### src/rtl/counter_4bit_pkg.sv
// counter_4bit_pkg: shared constants and helpers for the 4-bit up-counter.
// Width is fixed at four bits; the reset and terminal values live here so the
// top level and any cascading logic agree on them.
package counter_4bit_pkg;

  localparam int unsigned CNT_W = 4;

  localparam logic [CNT_W-1:0] CNT_MAX = 4'hF;
  localparam logic [CNT_W-1:0] CNT_RST = 4'h0;

  // True when the count sits in the terminal state that ends one 16-cycle lap.
  function automatic logic isTerminal(input logic [CNT_W-1:0] count);
    return (count == CNT_MAX);
  endfunction

endpackage : counter_4bit_pkg

### src/rtl/counter_4bit_t_ff.sv
// t_ff: single toggle flip-flop with synchronous active-high reset.
// Each counter bit is one of these; the toggle enable comes from the AND chain
// of the lower bits in the top level.
module t_ff (
  input  logic i_clk,
  input  logic i_rst,
  input  logic i_t,
  output logic o_q
);

  logic r_q;

  // Reset wins; otherwise flip the stored bit whenever the toggle enable is high.
  always_ff @(posedge i_clk) begin
    if (i_rst) begin
      r_q <= 1'b0;
    end else if (i_t) begin
      r_q <= ~r_q;
    end
  end

  assign o_q = r_q;

endmodule : t_ff

### src/rtl/counter_4bit.sv
// counter_4bit: free-running 4-bit synchronous binary up-counter built from
// four toggle flip-flops, with a ripple-carry output for cascading.
//
// Optional feature macro: COUNTER_4BIT_CE_EN
//   defined   -> adds input ce; ce=0 holds the count, and Rc is qualified by ce
//                so a chain of these behaves like 74161 ENT cascading.
//   undefined -> no ce port; counts on every clock; Rc flags count == 15.
module counter_4bit
  import counter_4bit_pkg::*;
(
  input  logic i_clk,
  input  logic i_rst,
`ifdef COUNTER_4BIT_CE_EN
  input  logic ce,
`endif
  output logic Qa,
  output logic Qb,
  output logic Qc,
  output logic Qd,
  output logic Rc
);

  logic             w_en;
  logic [CNT_W-1:0] w_toggle;
  logic [CNT_W-1:0] w_q;

`ifdef COUNTER_4BIT_CE_EN
  assign w_en = ce;
`else
  assign w_en = 1'b1;
`endif

  // Bit i toggles when every lower bit is 1, which is exactly a binary +1.
  // Reset is applied inside each flop, so it overrides the enable chain.
  always_comb begin
    w_toggle = '0;
    w_toggle[0] = w_en;
    for (int i = 1; i < CNT_W; i++) begin
      w_toggle[i] = w_toggle[i-1] & w_q[i-1];
    end
  end

  for (genvar g = 0; g < CNT_W; g++) begin : gen_bit
    t_ff u_tff (
      .i_clk (i_clk),
      .i_rst (i_rst),
      .i_t   (w_toggle[g]),
      .o_q   (w_q[g])
    );
  end

  assign Qa = w_q[0];
  assign Qb = w_q[1];
  assign Qc = w_q[2];
  assign Qd = w_q[3];

  // Ripple carry is a single AND level on registered state; with the enable
  // feature it is also gated by ce so an upstream stage can stall the chain.
  assign Rc = w_en & isTerminal(w_q);

endmodule : counter_4bit

### config.mk
export PLATFORM = sky130hd
export DESIGN_NAME = counter_4bit
export DESIGN_NICKNAME = d
export VERILOG_FILES = /design/src/rtl/counter_4bit_pkg.sv /design/src/rtl/counter_4bit_t_ff.sv /design/src/rtl/counter_4bit.sv
export SDC_FILE = /design/constraint.sdc
export NUM_CORES = 1
export LEC_CHECK = 0
export ABC_AREA = 1
export CORE_AREA = 5 5 42 44
export DETAILED_ROUTE_END_ITERATION = 10
export DIE_AREA = 0 0 47 49
export GPL_TIMING_DRIVEN = 0
export PLACE_DENSITY = 0.39
export SYNTH_ARGS = -nofsm -noshare
export SYNTH_HDL_FRONTEND = slang
export SYNTH_SLANG_ARGS = --single-unit
### constraint.sdc
create_clock -name i_clk -period 1 [get_ports i_clk]
set_input_delay 0.2 -clock i_clk [delete_from_list [all_inputs] [get_ports i_clk]]
set_output_delay 0.2 -clock i_clk [all_outputs]
set_load 0.01 [all_outputs]
# After elaboration in Yosys (flattened, before gate mapping)
# Cells that the tools add are included.
[totals]
ff_bits = 4
latch_bits = 0
ramBits = 0
rom_bits = 0
inputBits = 2
out_inout_bits = 5
wordCells = 11
memories = 0
[classes]
n_addsub = 0
mul = 0
div_mod_pow = 0
order_cmp = 0
n_eq_ne = 1
shift = 0
muxes = 0
bitwise = 6
n_reduce_logical = 0
[op_table]
columns = ["op", "n"]
rows = [
  ["$eq A4 B4 Y1 const B", 1],
  ["$not A1 Y1", 4],
  ["$and A1 B1 Y1", 2],
]

# Longest topological paths before layout
# Gate-level depths: netlist (run 1).
[depth]
ltp_word = 2
ltp_mapped = 4
ltp_nobuf = 4

# Hierarchy
# From an unflattened synthesis (run 1), not the netlist that was laid out.
[unflattened]
cells_unflattened = 31
hier_area_um2 = 186.4
[by_module_without_submodules]
columns = ["mod", "instances", "cells_per_inst", "area_per_inst_um2", "seq_area_each_um2"]
rows = [
  ["t_ff", 4, 6, 38.8, 20.0],
  ["counter_4bit", 1, 7, 31.3, 0.0],
]

# Least setup slack after synthesis (run 1)
# Ideal clock, no wire load.
[synth_timing]
path_kind = "register -> output"
start = "register gen_bit[0].u_tff.r_q"
end = "output Rc"
arrival_time_ns = 0.733
required_time_ns = 0.800
setup_slack_ns = 0.067
stages_incl_launch_ff = 3
path_buffers = 0
cell_sequence = "dfxtp_1 -> nand2_1 -> nor2_1"
[synth_via]
elab_chain_len = 1
[synth_lines]
columns = ["item", "line", "rtl"]
rows = [
  ["start, declared", "counter_4bit_t_ff.sv:11", "logic r_q;"],
  ["start signal, assigned", "counter_4bit_t_ff.sv:18", "r_q <= ~r_q;"],
  ["$eq A4 B4 Y1", "counter_4bit_pkg.sv:13", "return (count == CNT_MAX);"],
  ["end, declared", "counter_4bit.sv:20", "output logic Rc"],
]
# No other way between the ends.

# Worst setup path in the final report (run 1)
[layout_timing]
start = "register gen_bit[2].u_tff.r_q"
end = "output Rc"
[layout_via]
elab_chain_len = 1
[layout_lines]
columns = ["item", "line"]
rows = [
  ["start, declared", "counter_4bit_t_ff.sv:11"],
  ["start signal, assigned", "counter_4bit_t_ff.sv:18"],
  ["$eq A4 B4 Y1", "counter_4bit_pkg.sv:13"],
]
# No other way between the ends.

==> impl_metrics.toml, run 1 <==
[status]
status = "finished, violations left"
violations = "setup timing"

[yosys]
synth_cell_type_count = 8
ys_top_cells_by_area = "dfxtp_1 (53%), nand2_1 (9.9%), nor2_1 (9.9%)"
synth.net_count = 22
ys_warn_count = 0
ys_async_sr_fraction = 0
syn_area_per_cell_sq_um = 7.570
synth_edf_count = 0
netlist_top_cells_count = "dfxtp_1 (4), nand2_1 (4), nor2_1 (4)"
synth_top_area_cell = "dfxtp_1"
synth_cells = 20
synth_top_area_share = 0.5289
synthesis.area_sq_um = 151.4
synth-seq-cells = 4
synthFlopType = "dfxtp_1"
seq_area_frac_synth = 0.5289

[setup_path]
crit_type = "flop to output pin"
required_ns = 0.80
end_kind = "output pin"
crit_path_start_kind = "flop"
cp.arrival_ns = 0.84
cp_max_fo = 3

[pwr]
p_leak_nw = 0.1312
powerDensity_nw_per_um2 = 1495
power_w = 0.0004191
ir_worst_vdd_mv = 0.2590

[floorplan]
fp-row-count = 14
die_width_um = 47
die_area_sq_um = 2303
io_pins = 7
die_h_um = 49
core_sq_um = 1401
initial_core_util = 0.1080

[timing]
worstMarginPinSlew_ns = 0.1636
max_freq_ghz = 0.9618
final.setup_skew_ns = 0.0009100
slew_viol_final = 0
setup_slack_ns = -0.03968
fin_tns_setup_ns = -0.07414
finalHoldViolCount = 0
post-route-min-period_ns = 1.040
rsz0062_at_grt = "true"
relSlewSlack = 0.8898
final-setup-viol-count = 3
post-route-period-util = 1.040

[run]
maxCapViolCount = 0

[place]
globalplace.congestion = 0.5636
placed_area_sq_um = 231.5
post-dp-hpwl_um = 277.7
port_buffers = 6

[final_layout]
design_area_sq_um = 280.3
final_core_util = 0.2000
nets = 37
diodes = 0
drive_gt1_frac = 0.4848
largest_reg_flops = 4
area.growth.synth_to_final_pct = 85.12

[grt]
grt_max_degree = 6
track_usage = 0.04219
overflow = 0
grt_pass1_vias = 197
grt_first_pass_wirelength_um = 655
antenna_found_initial = 0

[cts]
numCtsBuffers = 3
clockBufferDepth = 2
htreeDepth = 1
clk_latency_ns = 0.23
clock-sinks = 4
root_buffer = "clkbuf_4"
clk_pin_slew_ns = 0.04
cts_tree = "built"

[worst_hold_path]
hold_path_class = "input port to flop"

[detailed_routing]
wl_per_cell_um = 8.061
drt_pass1_iterations = 1
detail_route.iter0.violations = 0
finalWirelength_um = 395
drtAntennaViolNets = 0
vias = 166
drc = 0
viasPerCell = 3.388
==> power breakdown <==
part / total (W) / leakage [nW] / switching [W] / internal (W)
Combinational: 0.0000502 / 0.0824 / 0.0000245 / 0.0000258
Sequential: 0.000175 / 0.0350 / 0.00000627 / 0.000169
Clock: 0.000194 / 0.0138 / 0.0000598 / 0.000134
==> logic make-up after synthesis <==
family	count (synthesis)	synth area share
simple gates	9	0.2644
flops	4	0.5289
buf+inv	3	0.07437
compound gates	4	0.1322
==> through the flow <==
stage                     instances  hold slack (ns)  worst slack [ns]
after floorplan                  20           0.2667           0.06701
after global placement           42           0.4940           -0.3689
after detailed placement         42           0.5042           -0.3675
after CTS                        49           0.5102          -0.05509
after global routing             49           0.5034          -0.09999
final                            49           0.5061          -0.03968
==> cell type report <==
cell class / count / area, sq um
tap: 16 / 20.02
inverter: 3 / 11.26
clock buffer: 3 / 22.52
fill: 168 / 1121
multi-input combinational: 13 / 62.56
sequential: 4 / 90.09
timing repair buffer: 10 / 73.82
==> layer usage <==
| metal | global-route usage | vias to the layer above | routed length, um |
|---|---|---|---|
| met5 | 0 | - | 0 |
| met4 | 0.06912 | 0 | 0 |
| met3 | 0 | 0 | 25 |
| met2 | 0.07240 | 3 | 246 |
| met1 | 0.02845 | 73 | 122 |
| li1 | - | 90 | - |
==> layout by cell type, fill, tap and decap left out <==
cell and instances:
nor2_1 4, buf_2 3, o21ai_1 1, nand2_1 3, clkdlybuf4s15_1 1, buf_4 4
nand3_2 1, clkbuf_4 3, inv_1 3, a21oi_1 2, o21ai_0 1, clkdlybuf4s50_1 1
dlygate4sd2_1 1, nand2_2 1, dfxtp_4 2, dfxtp_2 2
==> path summary, 6_finish.rpt <==
path                                      startpoint                    to  slack, ns  cells after the start
worst min register to register  gen_bit[0].u_tff.o_q  gen_bit[0].u_tff.o_q       0.54                      2
worst min-delay path                           i_rst  gen_bit[0].u_tff.o_q       0.51                      2
worst max-delay path            gen_bit[2].u_tff.o_q                    Rc      -0.04                      3
worst max register to register  gen_bit[1].u_tff.o_q  gen_bit[1].u_tff.o_q       0.18                      3
==> critical path, stage by stage, from the launching register on <==
cell	delay, ns
dfxtp_2	0.33
nand2_2	0.06
nor2_1	0.09
buf_2	0.13
==> timing repair <==
item,CTS,global route
buffers inserted,4,0
gates resized for setup,20,2
endpoints found under the hold margin,0,0
hold buffers,0,0
endpoints found under the setup margin,5,5
pin swaps,1,1
No activity file was read; power rests on OpenSTA's default activity.
==> run 2: changes to the inputs <==
--- a/config.mk
+++ b/config.mk
@@ -10,7 +10,7 @@
 export DETAILED_ROUTE_END_ITERATION = 10
 export DIE_AREA = 0 0 47 49
 export GPL_TIMING_DRIVEN = 0
-export PLACE_DENSITY = 0.39
+export PLACE_DENSITY = 0.34
 export SYNTH_ARGS = -nofsm -noshare
 export SYNTH_HDL_FRONTEND = slang
 export SYNTH_SLANG_ARGS = --single-unit
==> impl_metrics.toml, run 2 (synthesis results as in run 1) <==
[grt]
track_usage = 0.04501
grt_max_degree = 7
grt_pass1_vias = 196
grt_first_pass_wirelength_um = 669
overflow = 0
antenna_found_initial = 0

[timing]
final-setup-viol-count = 1
post-route-min-period_ns = 1.061
setup_slack_ns = -0.06145
post-route-period-util = 1.061
slew_viol_final = 0
worstMarginPinSlew_ns = 0.1407
fin_tns_setup_ns = -0.06145
relSlewSlack = 0.9052
finalHoldViolCount = 0
max_freq_ghz = 0.9421
final.setup_skew_ns = 0.003132
rsz0062_at_grt = "true"
hold_ws_ns = 0.4492

[setup_path]
rr_endpoint = "gen_bit[3].u_tff.o_q"
path_cells = "nand2_2, nor2_1, buf_2"
crit_type = "flop to output pin"
r2r_cells = 5
crit_path_start_kind = "flop"
cp.arrival_ns = 0.86
cp_max_fo = 6
crit_path_start = "gen_bit[0].u_tff.o_q"
cp_top_family = "flip-flops"
cp.depth = 3
crit_buf_inv = 1
slowest_stage = "dfxtp_4"
regToRegStartpoint = "gen_bit[0].u_tff.o_q"
r2r_slack_ns = 0.18
end_kind = "output pin"
critical-path-max-stage-delay_ns = 0.36
required_ns = 0.80

[detailed_routing]
finalWirelength_um = 423
drt_pass1_iterations = 3
wl_per_cell_um = 8.813
vias = 184
drtAntennaViolNets = 0
viasPerCell = 3.833
drc = 0
detail_route.iter0.violations = 6

[run]
maxCapViolCount = 0

[worst_hold_path]
holdCritStartpoint = "gen_bit[0].u_tff.o_q"
hold_path_class = "flop to flop"
min_path_cells = 1
worstHoldEndpoint = "gen_bit[0].u_tff.o_q"

[cts]
numCtsBuffers = 3
root_buffer = "clkbuf_4"
clk_pin_slew_ns = 0.04
clk_latency_ns = 0.24
htreeDepth = 1
cts_tree = "built"
clockBufferDepth = 2
clock-sinks = 4

[status]
violations = "setup timing"
status = "finished, violations left"

[final_layout]
design_area_sq_um = 270.3
fillers = 164
drive_gt1_frac = 0.5313
seq_area_sq_um = 90.09
nets = 36
final_cells = 48
final_common_cell = "nor2_1"
largest_reg_flops = 4
diodes = 0
area.growth.synth_to_final_pct = 78.51
multi_input_area_sq_um = 62.56

[floorplan]
die_h_um = 49
core_sq_um = 1401
die_area_sq_um = 2303
fp-row-count = 14
io_pins = 7
initial_core_util = 0.1080
die_width_um = 47

[place]
post-dp-hpwl_um = 298.6
placed_area_sq_um = 231.5
place_inst = 42
port_buffers = 6
globalplace.congestion = 0.7551
preCtsSetupSlack_ns = -0.3950

[pwr]
ir_worst_vdd_mv = 0.4739
p_switching_w = 0.00009822
pwr-share-clk = 0.467
p_seq_frac = 0.421
power_frac_comb = 0.112
p_int_w = 0.0003297
powerDensity_nw_per_um2 = 1583
p_leak_nw = 0.1215
swShare = 0.2295
## run 2: cell count changes in the layout (fill, tap and decap cells not counted)
cell	before	now
clkbuf_2	0	1
dlygate4sd2_1	1	0
clkdlybuf4s15_1	1	0
buf_4	4	3
clkdlybuf4s15_2	0	1
## run 2: worst register-to-register path, cell delays in order, from the launching register on
cell	delay [ns]
dfxtp_4	0.35
buf_4	0.14
nand3_2	0.07
nand2_1	0.05
inv_1	0.05
nor2_1	0.04
## run 2: final cells by class
class | count | area share
Clock buffer | 3 | 0.08333
Inverter | 3 | 0.04167
Multi-Input combinational cell | 13 | 0.2315
Sequential cell | 4 | 0.3333
Tap cell | 16 | 0.07407
Timing Repair Buffer | 9 | 0.2361
## run 2: metrics by stage
stage,util,total power [W]
after global placement,0.1652,0.0002234
after CTS,0.1955,0.0004376
final,0.1929,0.0004280
after floorplan,-,0.0001982
after global routing,0.1929,0.0004455
after detailed placement,0.1652,0.0002243
## run 2: timing repair
item                       in CTS  in global routing
buffers inserted                3                  0
hold buffers                    0                  0
gates resized for setup        23                  2
pin swaps                       2                  0
setup endpoints to repair       5                  2
## run 2: how the worst max path moves through the flow
stage and endpoint:
4_1_cts Rc, 2_1_floorplan Rc, 3_5_place_dp Rc, 6_report Rc, 3_3_place_gp Rc, 5_1_grt Rc
## run 2: layer usage
metal / up-vias / routed length, um / track usage
met5: - / 0 / 0
met4: 0 / 30 / 0.07834
met3: 3 / 17 / 0.01476
met2: 7 / 226 / 0.06787
met1: 87 / 149 / 0.02845
li1: 87 / - / -
## run 2: power groups by stage
stage          clock network, W  logic [W]  registers (W)
2_1_floorplan                 0  0.0000112       0.000187
3_3_place_gp                  0  0.0000386       0.000185
3_5_place_dp                  0  0.0000388       0.000185
4_1_cts                0.000209  0.0000479       0.000181
5_1_grt                0.000211  0.0000516       0.000183
6_report               0.000200  0.0000479       0.000180
==> run 3: changes to the inputs <==
--- a/config.mk
+++ b/config.mk
@@ -9,8 +9,8 @@
 export CORE_AREA = 5 5 42 44
 export DETAILED_ROUTE_END_ITERATION = 10
 export DIE_AREA = 0 0 47 49
-export GPL_TIMING_DRIVEN = 0
-export PLACE_DENSITY = 0.34
+export PLACE_DENSITY_LB_ADDON = 0.05
 export SYNTH_ARGS = -nofsm -noshare
 export SYNTH_HDL_FRONTEND = slang
+export SYNTH_HIERARCHICAL = 1
 export SYNTH_SLANG_ARGS = --single-unit
==> impl_metrics.toml, run 3 <==
[pwr]
ir_worst_vdd_mv = 0.4031
p_switching_w = 0.0001153
p_int_w = 0.0003562
swShare = 0.2445
powerDensity_nw_per_um2 = 1269
p_seq_frac = 0.380
power_frac_comb = 0.177
p_leak_nw = 0.1964
pwr-share-clk = 0.443
power_w = 0.0004715

[detailed_routing]
drc = 0
vias = 211
drtAntennaViolNets = 0
finalWirelength_um = 458
detail_route.iter0.violations = 3
viasPerCell = 3.246
drt_pass1_iterations = 4
wl_per_cell_um = 7.046

[grt]
overflow = 0
grt_pass1_vias = 202
track_usage = 0.05348
grt_max_degree = 5
antenna_found_initial = 0
grt_first_pass_wirelength_um = 800

[status]
violations = "setup timing"
status = "finished, violations left"

[yosys]
synth_top_area_share = 0.4295
seq_area_frac_synth = 0.4295
ys_top_cells_by_area = "dfxtp_1 (43%), nand2_1 (18%), nor2_1 (18%)"
syn_area_per_cell_sq_um = 6.014
synthMuxAreaShare = 0
synthFlopType = "dfxtp_1"
ys_warn_count = 6
synth_edf_count = 0
synth_compound_area_frac = 0
synthesis.area_sq_um = 186.4
synth_xor_area_frac = 0
synthAdderAreaFrac = 0
synth-seq-cells = 4
netlist_top_cells_count = "nand2_1 (9), nor2_1 (9), inv_1 (6)"
ys_async_sr_fraction = 0
synthSimpleGateAreaFrac = 0.4295
synth_top_area_cell = "dfxtp_1"
synth_cells = 31
synth_cell_type_count = 7
synth_top_family_by_area = "simple AND/OR/NAND/NOR gates"

[timing]
slew_viol_final = 0
setup_slack_ns = -0.04325
finalHoldViolCount = 0
final-setup-viol-count = 2
hold_ws_ns = 0.5811
max_freq_ghz = 0.9585
post-route-period-util = 1.043
post-route-min-period_ns = 1.043
rsz0062_at_grt = "true"
final.setup_skew_ns = 0.004926

[cts]
root_buffer = "clkbuf_4"
clk_latency_ns = 0.24
clock-sinks = 4
numCtsBuffers = 3
clockBufferDepth = 2
cts_tree = "built"
post_cts_buffers = 0
hold_buffers = 0
clk_pin_slew_ns = 0.04
htreeDepth = 1

[setup_path]
cp.arrival_ns = 0.84
crit_type = "flop to output pin"
cp_max_fo = 2
r2r_cells = 6
r2r_slack_ns = 0.10
required_ns = 0.80
rr_endpoint = "gen_bit[3].u_tff/o_q"
cp-endpoint = "Rc"
crit_path_start = "gen_bit[3].u_tff/o_q"
crit_path_start_kind = "flop"
regToRegStartpoint = "gen_bit[0].u_tff/o_q"
end_kind = "output pin"

[place]
port_buffers = 6
placed_area_sq_um = 330.3
globalplace.congestion = 0.6271
place_inst = 62

[final_layout]
final_cells = 65
final_common_cell = "nand2_1"
design_area_sq_um = 371.6
mostFrequentLayoutCells = "nand2_1 (9), nor2_1 (8), buf_6 (7)"
largest_reg_flops = 4
nets = 53
area.growth.synth_to_final_pct = 99.33
diodes = 0
drive_gt1_frac = 0.4694

[floorplan]
io_pins = 7
fp-row-count = 14
die_width_um = 47
die_area_sq_um = 2303
core_sq_um = 1401
die_h_um = 49
initial_core_util = 0.1330

[worst_hold_path]
hold_path_class = "flop to flop"

[run]
maxCapViolCount = 0
## run 3: how the worst min path moves through the flow
| stage | startpoint | endpoint | slack (ns) | depth (start not counted) |
|---|---|---|---|---|
| floorplan | i_rst | gen_bit[2].u_tff/o_q | 0.34 | 3 |
| global placement | gen_bit[1].u_tff/o_q | gen_bit[1].u_tff/o_q | 0.60 | 3 |
| detailed placement | gen_bit[1].u_tff/o_q | gen_bit[1].u_tff/o_q | 0.60 | 3 |
| CTS | gen_bit[1].u_tff/o_q | gen_bit[1].u_tff/o_q | 0.59 | 3 |
| global route | gen_bit[1].u_tff/o_q | gen_bit[1].u_tff/o_q | 0.61 | 3 |
| finish | gen_bit[1].u_tff/o_q | gen_bit[1].u_tff/o_q | 0.58 | 3 |
## run 3: worst max-delay path: stages, from the launching register on
cell	delay (ns)
dfxtp_2	0.33
nand2_1	0.06
nor2_2	0.09
buf_2	0.13
## run 3: cell families after synthesis
kind of cell | Yosys count
flip-flops | 4
AND/OR/NAND/NOR | 20
buffers and inverters | 6
other | 1
## run 3: timing repair
item	4_1_cts	5_1_grt
setup endpoints to repair	5	6
cloned	0	0
gates resized for setup	28	4
pin swaps	2	2
## run 3: area by class of cell
type | count | area [sq um]
clock buffer | 3 | 22.52
fill | 169 | 1030
inverter | 6 | 22.52
multi-input combinational | 22 | 90.09
sequential | 4 | 85.08
tap | 16 | 20.02
timing repair buffer | 14 | 131.4
## run 3: layer usage
layer  track usage  share of wire  vias up  wire, um
li1              -              -      122         -
met1       0.06140           0.48       83       218
met2       0.06109           0.43        6       197
met3       0.02214          0.090        0        41
met4       0.06912              0        0         0
met5             0              0        -         0
## run 3: through the flow
| step | utilization | setup TNS (ns) | worst slack (ns) |
|---|---|---|---|
| 6_report | 0.2652 | -0.06116 | -0.04325 |
| 5_1_grt | 0.2652 | -0.1630 | -0.1109 |
| 4_1_cts | 0.2554 | -0.09793 | -0.05853 |
| 3_5_place_dp | 0.2357 | -1.031 | -0.2573 |
| 3_3_place_gp | 0.2357 | -0.9458 | -0.2406 |
| 2_1_floorplan | - | 0 | 0.1041 |
## run 3: power groups by stage
stage / logic, W / registers [W] / clock network [W]
6_report: 0.0000833 / 0.000179 / 0.000209
5_1_grt: 0.0000931 / 0.000181 / 0.000231
4_1_cts: 0.0000810 / 0.000177 / 0.000224
3_5_place_dp: 0.0000775 / 0.000178 / 0
3_3_place_gp: 0.0000771 / 0.000178 / 0
2_1_floorplan: 0.0000205 / 0.000186 / 0
